### src/rtl/sap_pkg.sv
// Shared definitions for the SAP sequencer: state encoding and wait-timer helpers.
// The decoder and verification code import this to interpret the state encoding.
package sap_pkg;

    // Sequencer states, 3-bit encoding; codes 5..7 are illegal and recover to F_ADDR.
    typedef enum logic [2:0] {
        F_ADDR = 3'd0,
        F_READ = 3'd1,
        F_LOAD = 3'd2,
        EXEC   = 3'd3,
        HALT   = 3'd4
    } sap_state_t;

    // Width of the consecutive-wait counter.
    localparam int WAIT_CNT_W = 8;

    // Counter value on the last permitted wait cycle: a read that is still not
    // ready while the counter holds this value has waited TIMEOUT cycles.
    function automatic logic [WAIT_CNT_W-1:0] timeout_limit(input int timeout);
        return WAIT_CNT_W'(timeout - 1);
    endfunction

endpackage

### src/rtl/sap_wait_timer.sv
// Consecutive-wait counter shared by fetch-read and execute-read stalls.
// expired is high on the wait cycle that uses up the TIMEOUT budget.
module sap_wait_timer
    import sap_pkg::*;
#(
    parameter int TIMEOUT = 15
) (
    input  logic clk,
    input  logic rst,
    input  logic clear,
    input  logic wait_req,
    output logic expired
);

    localparam logic [WAIT_CNT_W-1:0] LIMIT   = timeout_limit(TIMEOUT);
    localparam logic [WAIT_CNT_W-1:0] CNT_ONE = WAIT_CNT_W'(1);

    logic [WAIT_CNT_W-1:0] wait_cnt_reg;

    // Count stalled cycles; any non-stalled cycle restarts the count.
    always_ff @(posedge clk or posedge rst) begin
        if (rst) begin
            wait_cnt_reg <= '0;
        end else if (clear) begin
            wait_cnt_reg <= '0;
        end else if (wait_req) begin
            wait_cnt_reg <= wait_cnt_reg + CNT_ONE;
        end
    end

    assign expired = wait_req && !clear && (wait_cnt_reg == LIMIT);

endmodule

### src/rtl/sap_microsequencer.sv
// SAP fetch/execute microsequencer: drives PC/MAR/RAM/IR fetch micro-ops, runs
// a variable-length execute step counter, waits on mem_ready with a timeout
// fault, supports halt/resume at instruction boundaries and counts retirements.
module sap_microsequencer
    import sap_pkg::*;
#(
    parameter int STEP_W  = 3,
    parameter int WAIT_EN = 1,
    parameter int TIMEOUT = 15,
    parameter int CNT_W   = 16
) (
    input  logic              clk,
    input  logic              rst,
    input  logic [STEP_W-1:0] steps_required,
    input  logic              exec_mar_load,
    input  logic              exec_ram_read,
    input  logic              mem_ready,
    input  logic              halt_req,
    input  logic              resume,
    output logic              pc_enable,
    output logic              mar_load,
    output logic              ram_read,
    output logic              ir_load,
    output logic              pc_inc,
    output logic              fetch_complete,
    output logic [STEP_W-1:0] step,
    output logic              halted,
    output logic              bus_fault,
    output logic [CNT_W-1:0]  instr_count
);

    localparam logic              WAIT_ON  = (WAIT_EN != 0);
    localparam logic [STEP_W-1:0] STEP_ONE = STEP_W'(1);
    localparam logic [CNT_W-1:0]  CNT_ONE  = CNT_W'(1);

    sap_state_t        state_reg;
    logic [STEP_W-1:0] step_reg;
    logic              bus_fault_reg;
    logic [CNT_W-1:0]  instr_count_reg;

    logic read_stall;
    logic exec_stall;
    logic wait_req;
    logic expired;

    // A fetch read stalls on every not-ready cycle; an execute cycle stalls only
    // when the decoder actually asked for a RAM read.
    assign read_stall = WAIT_ON && !mem_ready;
    assign exec_stall = WAIT_ON && exec_ram_read && !mem_ready;
    assign wait_req   = ((state_reg == F_READ) && read_stall) ||
                        ((state_reg == EXEC)   && exec_stall);

    sap_wait_timer #(
        .TIMEOUT (TIMEOUT)
    ) u_wait_timer (
        .clk      (clk),
        .rst      (rst),
        .clear    (!wait_req),
        .wait_req (wait_req),
        .expired  (expired)
    );

    // Sequencer state, execute step, sticky fault and retirement counter.
    always_ff @(posedge clk or posedge rst) begin
        if (rst) begin
            state_reg       <= F_ADDR;
            step_reg        <= '0;
            bus_fault_reg   <= 1'b0;
            instr_count_reg <= '0;
        end else begin
            case (state_reg)
                F_ADDR: begin
                    state_reg <= F_READ;
                end
                F_READ: begin
                    if (!read_stall) begin
                        state_reg <= F_LOAD;
                    end else if (expired) begin
                        bus_fault_reg <= 1'b1;
                        state_reg     <= HALT;
                    end
                end
                F_LOAD: begin
                    state_reg <= EXEC;
                    step_reg  <= '0;
                end
                EXEC: begin
                    if (exec_stall) begin
                        if (expired) begin
                            bus_fault_reg <= 1'b1;
                            state_reg     <= HALT;
                            step_reg      <= '0;
                        end
                    end else if (step_reg != steps_required) begin
                        step_reg <= step_reg + STEP_ONE;
                    end else begin
                        // Instruction boundary: the only place halt_req is honoured.
                        step_reg        <= '0;
                        instr_count_reg <= instr_count_reg + CNT_ONE;
                        state_reg       <= halt_req ? HALT : F_ADDR;
                    end
                end
                HALT: begin
                    step_reg <= '0;
                    if (resume) begin
                        state_reg     <= F_ADDR;
                        bus_fault_reg <= 1'b0;
                    end
                end
                default: begin
                    state_reg <= F_ADDR;
                    step_reg  <= '0;
                end
            endcase
        end
    end

    // Control decode: Moore on state, with the decoder requests passed through in EXEC.
    always_comb begin
        pc_enable      = 1'b0;
        mar_load       = 1'b0;
        ram_read       = 1'b0;
        ir_load        = 1'b0;
        pc_inc         = 1'b0;
        fetch_complete = 1'b0;
        halted         = 1'b0;
        case (state_reg)
            F_ADDR: begin
                pc_enable = 1'b1;
                mar_load  = 1'b1;
            end
            F_READ: begin
                ram_read = 1'b1;
            end
            F_LOAD: begin
                ram_read = 1'b1;
                ir_load  = 1'b1;
                pc_inc   = 1'b1;
            end
            EXEC: begin
                fetch_complete = 1'b1;
                mar_load       = exec_mar_load;
                ram_read       = exec_ram_read;
            end
            HALT: begin
                halted = 1'b1;
            end
            default: begin
                halted = 1'b0;
            end
        endcase
    end

    assign step        = step_reg;
    assign bus_fault   = bus_fault_reg;
    assign instr_count = instr_count_reg;

endmodule

### config.mk
export PLATFORM = sky130hd
export DESIGN_NAME = sap_microsequencer
export DESIGN_NICKNAME = d
export VERILOG_FILES = /design/src/rtl/sap_pkg.sv /design/src/rtl/sap_wait_timer.sv /design/src/rtl/sap_microsequencer.sv
export SDC_FILE = /design/constraint.sdc
export NUM_CORES = 1
export LEC_CHECK = 0
export CORE_UTILIZATION = 30
export CTS_CLUSTER_DIAMETER = 120
export CTS_CLUSTER_SIZE = 10
export DETAILED_ROUTE_END_ITERATION = 12
export PLACE_DENSITY = 0.57
export SYNTH_ARGS = -nofsm -noshare
export SYNTH_HDL_FRONTEND = slang
export SYNTH_HIERARCHICAL = 1
export SYNTH_SLANG_ARGS = --single-unit
### constraint.sdc
create_clock -name clk -period 2.8 [get_ports clk]
set_input_delay 0.42 -clock clk [delete_from_list [all_inputs] [get_ports clk]]
set_output_delay 0.42 -clock clk [all_outputs]
set_load 0.01 [all_outputs]
==> impl_metrics.env <==
export IMPL_r2r_start="state_reg[0]"
export IMPL_final_antenna_net_count=0
export IMPL_wirelength_mm=3.50
export IMPL_syn2layout_area_growth_pct=31.0
export IMPL_ys_flop_type="dfrtp_1"
export IMPL_ctsResizeCount=0
export IMPL_skew_ns=0.00618
export IMPL_clkPwrFrac=0.229
export IMPL_tightest_slew_ns=0.451
export IMPL_ys_seq_area_frac=0.459
export IMPL_rows=26
export IMPL_p_seq_frac=0.400
export IMPL_grt_max_degree=24
export IMPL_yosysWarnings=6
export IMPL_power_frac_comb=0.371
export IMPL_rsz0062_at_grt="false"
export IMPL_cts_tree="built"
export IMPL_hpwl_mm=2.58
export IMPL_cp_top_family="buffers and inverters"
export IMPL_synth_edf_count=0
export IMPL_total_power_mw=1.54
export IMPL_final_cells=274
export IMPL_yosysUniqueCellTypes=42
export IMPL_grt_usage=0.133
export IMPL_grt_overflow_total=0
export IMPL_cts_setup_buffers=0
export IMPL_p_sw_frac=0.355
export IMPL_nets=218
export IMPL_cp_common_cell="clkdlybuf4s50_1"
export IMPL_antennaDiodeCount=0
export IMPL_numCtsBuffers=5
export IMPL_p_leak_nw=0.940
export IMPL_routed_via_density=5.02
export IMPL_crit_chain="clkdlybuf4s50_1 -> nor2b_1 -> a211oi_1 -> clkdlybuf4s50_1"
export IMPL_drt_first_pass_iters=4
export IMPL_drive_gt1_frac=0.127
export IMPL_internal_power_mw=0.993
export IMPL_fmax_ghz=0.452
export IMPL_cts_root_buffer="clkbuf_8"
export IMPL_cts_max_level=2
export IMPL_powerDensity_nw_per_um2=695
export IMPL_grt_pass1_vias=1299
export IMPL_ys_ff_latch=31
export IMPL_ir_drop_uv=356
export IMPL_critPathKind="input port to output pin"
export IMPL_gp_congestion=0.791
export IMPL_place_ws_ns=0.411
export IMPL_switchingPower_mw=0.546
export IMPL_initialDrtViolationCount=32
export IMPL_clk_pin_slew_ns=0.06
export IMPL_hp_class="input port to asynchronous set/reset pin"
export IMPL_start_kind="input port"
export IMPL_status="completed"
export IMPL_finalMaxSlewViolations=0
export IMPL_synth_area_top_cells="dfrtp_1, xnor2_1, xor2_1"
export IMPL_fin_area_um2=2210
export IMPL_cp_buffers_inverters=2
export IMPL_crit_fanout=3
export IMPL_avgSynthCellArea_um2=10.3
export IMPL_drc=0
export IMPL_synth_cells=164
export IMPL_numPlacedInstances=267
export IMPL_grt_first_pass_wirelength_mm=6.11
export IMPL_fin_crit_ns=2.21
export IMPL_vias=1375
export IMPL_cts_sinks=31
export IMPL_layout_setup_ws_ns=0.590
export IMPL_hold_violations=0
export IMPL_portBuffers=36
export IMPL_die_w_um=77.0
export IMPL_insertion_delay_ns=0.28
export IMPL_maxCapViolCount=0
export IMPL_end_kind="output pin"
export IMPL_layout_commonest_cell="clkdlybuf4s50_1"
export IMPL_antenna_found_initial=0
export IMPL_cts_buffer_depth=2
export IMPL_arrival_ns=1.79
export IMPL_core_um2=5270
export IMPL_async_flop_share=1.00
export IMPL_largest_reg_flops=16
export IMPL_io_pins=37
export IMPL_placed_cell_area_um2=2130
export IMPL_start_util=0.321
export IMPL_avgRoutedWirePerCell_um=12.8
export IMPL_rr_endpoint="step[0]"
export IMPL_synth_area_um2=1690
export IMPL_fp_dieH_um=77.0
export IMPL_setup_viol=0
export IMPL_cp_data_required_time_ns=2.38
export IMPL_r2r_slack_ns=0.71
export IMPL_synth_fp_nets=178
export IMPL_synth_largest_area_cell="dfrtp_1"
export IMPL_max_slew_margin=0.699
export IMPL_die_area_um2=5930
export IMPL_cp_slowest_stage_delay_ns=0.57
export IMPL_fin_crit_sh=0.789
export IMPL_setup_tns_final_ns=0
export IMPL_most_common_layout_cells="clkdlybuf4s50_1, dfrtp_1, xnor2_1"
export IMPL_synth_top_cell_area_share=0.459
export IMPL_rr_worst_depth=7
export IMPL_slowest_stage="clkdlybuf4s50_1"
export IMPL_ctsHoldBuffers=0
cell families (layout without fill, tap and decap cells):
group                      Yosys count  count (layout)  share of synthesized area
adders and majority gates            4               4                     0.0296
muxes                                2               2                     0.0133
DFF                                 31              31                      0.459
AOI/OAI and AO/OA                   22              22                     0.0785
xor gates and xnor gates            22              22                      0.114
and+or+nand+nor                     71              71                      0.272
buffers and inverters               12              52                     0.0333
how the worst max path moves through the flow:
stage	from	to	cells past startpoint
2_1_floorplan	state_reg[2]	step[0]	9
3_3_place_gp	exec_ram_read	step[0]	8
3_5_place_dp	exec_ram_read	step[0]	8
4_1_cts	exec_ram_read	ram_read	4
5_1_grt	exec_ram_read	ram_read	4
6_report	exec_ram_read	ram_read	4
power by group through the flow:
stage	clock, mW	combinational, mW	sequential, mW
after floorplan	0	0.367	0.592
after global placement	0	0.574	0.626
after detailed placement	0	0.575	0.626
after CTS	0.368	0.578	0.617
after global routing	0.389	0.629	0.629
final	0.352	0.571	0.615
metal layers:
metal	wire [um]	vias up	GRT usage
met5	0	-	0
met4	34	0	0.0660
met3	235	4	0.0464
met2	1530	50	0.192
met1	1710	658	0.174
li1	-	663	-
synth_stat cells (all sizes together) (3+ instances only):
| library cell | number |
|---|---|
| a21oi | 7 |
| ha | 4 |
| nor2 | 10 |
| nand3 | 9 |
| nor3 | 6 |
| nand2b | 4 |
| and3 | 3 |
| nor4 | 3 |
| or3 | 3 |
| xnor2 | 14 |
| dfrtp | 31 |
| a211oi | 3 |
| buf | 5 |
| nand2 | 11 |
| nand4 | 11 |
| o21ai | 6 |
| xor2 | 8 |
| inv | 6 |
final cells by class:
type	count	area (um^2)
Clock inverter	1	5.00
Clock buffer	6	82.6
Timing Repair Buffer	39	383
Inverter	6	22.5
Sequential cell	31	776
Fill cell	538	3060
Tap cell	70	87.6
Multi-Input combinational cell	121	857
per-stage QoR:
step / utilization / hold WS, ns
after global routing: 0.420 / 0.434
after detailed placement: 0.403 / 0.467
after global placement: 0.403 / 0.459
after CTS: 0.420 / 0.412
final: 0.420 / 0.411
after floorplan: - / 0.236
Note: power is estimated with default switching activity, not from simulation.
==> RTL change (config.mk and constraints unchanged) <==
The 5 states of `sap_state_t` get a one-hot encoding in 5 bits.
--- a/src/rtl/sap_pkg.sv
+++ b/src/rtl/sap_pkg.sv
@@ -3,12 +3,12 @@
 package sap_pkg;
 
     // Sequencer states, 3-bit encoding; codes 5..7 are illegal and recover to F_ADDR.
-    typedef enum logic [2:0] {
-        F_ADDR = 3'd0,
-        F_READ = 3'd1,
-        F_LOAD = 3'd2,
-        EXEC   = 3'd3,
-        HALT   = 3'd4
+    typedef enum logic [4:0] {
+        F_ADDR = 5'b00001,
+        F_READ = 5'b00010,
+        F_LOAD = 5'b00100,
+        EXEC   = 5'b01000,
+        HALT   = 5'b10000
     } sap_state_t;
 
     // Width of the consecutive-wait counter.
Formal check against the unedited RTL: same outputs for any inputs over 10 cycles, from zero or initial values and one cycle with rst high; not proved beyond that.
==> RTL change against the original RTL <==
- synthesized area is 9.0% higher
- wire length up 9.8%
- clock skew about the same
- sequential cell count grew 2
- sequential power shrank 6.0%
- highest routed layer unchanged
- die area rose by 8.7%
- design area grew 7.1%
- power shrank 13%
- setup slack got worse by 0.35 ns
==> RTL change: results (changes against the original RTL) <==
| Metric | Value |
|---|---|
| Run status | finished clean (unchanged) |
| Register area share after synthesis | 44.9% (was 45.9%) |
| Net Switching | 0.419 mW (was 0.546 mW) |
| Pre-antenna DRT Iters | 4 (unchanged) |
| Wire per inst | 12.8 um (about the same) |
| Worst-path clk slew | 0.07 ns |
| ANT cells | 0 (unchanged) |
| Num CTS Buffers | 5 (unchanged) |
| Worst Skew | 0.00662 ns (was 0.00618 ns) |
| Critical-path top delay cell | clkdlybuf4s50_1 (unchanged) |
| Area contributors post-synth | dfrtp_1 (44%), xor2_1 (8.1%), xnor2_1 (3.3%), nand2_1 (2.9%), ha_1 (2.7%) (was dfrtp_1 (46%), xnor2_1 (7.3%), xor2_1 (4.1%), ha_1 (3.0%), nand4_1 (3.0%)) |
| Placed cells | 292 (was 267) |
| Syn nets | 201 (was 178) |
| Setup WS post-layout | 0.239 ns (was 0.590 ns) |
| DR vias | 1444 (was 1375) |
| Largest net degree at the start of global routing | 26 (was 24) |
| Via density | 4.81 (was 5.02) |
| Port Buffers | 36 (unchanged) |
| # nets final | 238 (was 218) |
| Min-Delay Path Class | in2async (unchanged) |
| Ys Warns | 6 (unchanged) |
| Placed cell area | 2270 um2 (was 2130 um2) |
| Family with the most delay on the worst path | simple AND/OR/NAND/NOR gates (was buffers and inverters) |
| H-tree lvl count | 2 (unchanged) |
| Commonest cells post-synth | dfrtp_1 (32), xor2_1 (17), nand2_1 (14) (was dfrtp_1 (31), xnor2_1 (14), nand2_1 (11)) |
| Total track usage | 13.4% (was 13.3%) |
| Pleak | 1.07 nW (was 0.940 nW) |
| Hpwl dp | 2780 um (was 2580 um) |
| Max reg flops | 16 (unchanged) |
| Pre-CTS WS | 0.324 ns (was 0.411 ns) |
| First-pass GRT wire length | 6600 um (was 6110 um) |
| Max Root-Sink Buffers | 2 (unchanged) |
| Placer Congestion | 0.713 (was 0.791) |
| Cts repair resizes | 0 (unchanged) |
| Share of cells above drive strength 1 | 10.7% (was 12.7%) |
| Root Driver | clkbuf_8 (unchanged) |
| Post-synth ARST share | 100% (unchanged) |
| Setup bufs post-CTS | 0 (unchanged) |
| Setup slack, reg-to-reg | 0.49 ns (was 0.71 ns) |
| Mean area per synthesized cell | 9.84 um2 (was 10.3 um2) |
| FILL cells | 592 (was 538) |
| Maximum ir drop on the vdd rail | 0.279 mV (was 0.356 mV) |
| Critical Path AT | 2.14 ns (was 1.79 ns) |
| Initial antenna violation count | 0 (unchanged) |
| Initial DRC Count | 58 (was 32) |
| Worst slew margin | 72.9% (was 69.9%) |
| Largest fanout on the critical path | 9 (was 3) |
| Max incr delay on CP | 0.52 ns (was 0.57 ns) |
| Worst-Skew Late Latency | approximately 0.29 ns |
| Synth unique cells | 42 (unchanged) |
==> RTL change: worst register-to-register path, cell delays in order, from the launching register on <==
cell and delay (ns):
dfrtp_1 0.46, or3_1 0.43, a211oi_2 0.27, nand3_1 0.11
nor4bb_1 0.42, nor2_1 0.12, a21oi_1 0.25, a31oi_1 0.11
==> RTL change: layout make-up <==
class / count / area share, %
flip-flops and latches: 33 / 34.9
well taps: 75 / 3.96
multi-input cells: 131 / 38.2
clock inverters: 1 / 0.211
inverters: 12 / 1.90
repair buffers: 41 / 16.8
clock buffers: 7 / 4.07
==> RTL change: worst paths after layout <==
check,cells past startpoint,end,from
max,6,mar_load,state_reg[1]
min,2,u_wait_timer/wait_cnt_reg[3],rst
max reg2reg,7,step[2],state_reg[4]
min reg2reg,1,instr_count[15],instr_count[15]
max in group asynchronous,3,state_reg[0],rst
min in group clk,1,instr_count[15],instr_count[15]
==> RTL change: metrics by stage <==
step           power [mW]  utilization, %  hold WS [ns]
4_1_cts              1.36            40.0         0.427
3_3_place_gp        0.947            38.3         0.464
3_5_place_dp        0.950            38.3         0.468
6_report             1.33            40.0         0.417
2_1_floorplan       0.831               -         0.236
5_1_grt              1.42            40.0         0.442
==> RTL change: power by group through the flow <==
stage	clock network, mW	registers (mW)	logic, mW
floorplan	0	0.535	0.295
global placement	0	0.588	0.359
detailed placement	0	0.587	0.363
CTS	0.414	0.578	0.365
global route	0.433	0.586	0.402
finish	0.399	0.578	0.358
==> RTL change: metal layers <==
metal / part of all wire [%] / GRT usage, % / vias to the layer above
met4: 1.5 / 4.82 / 0
met3: 3.7 / 3.41 / 7
li1: - / - / 723
met1: 52 / 19.0 / 687
met2: 43 / 19.6 / 27
met5: 0 / 0 / -
==> RTL change: kinds of logic after synthesis <==
kind of cell	synth area share, %
compound gates	7.00
xor+xnor	11.4
fa+ha+maj	2.72
buf+inv	5.91
flops	44.9
mux	1.70
simple gates	26.3
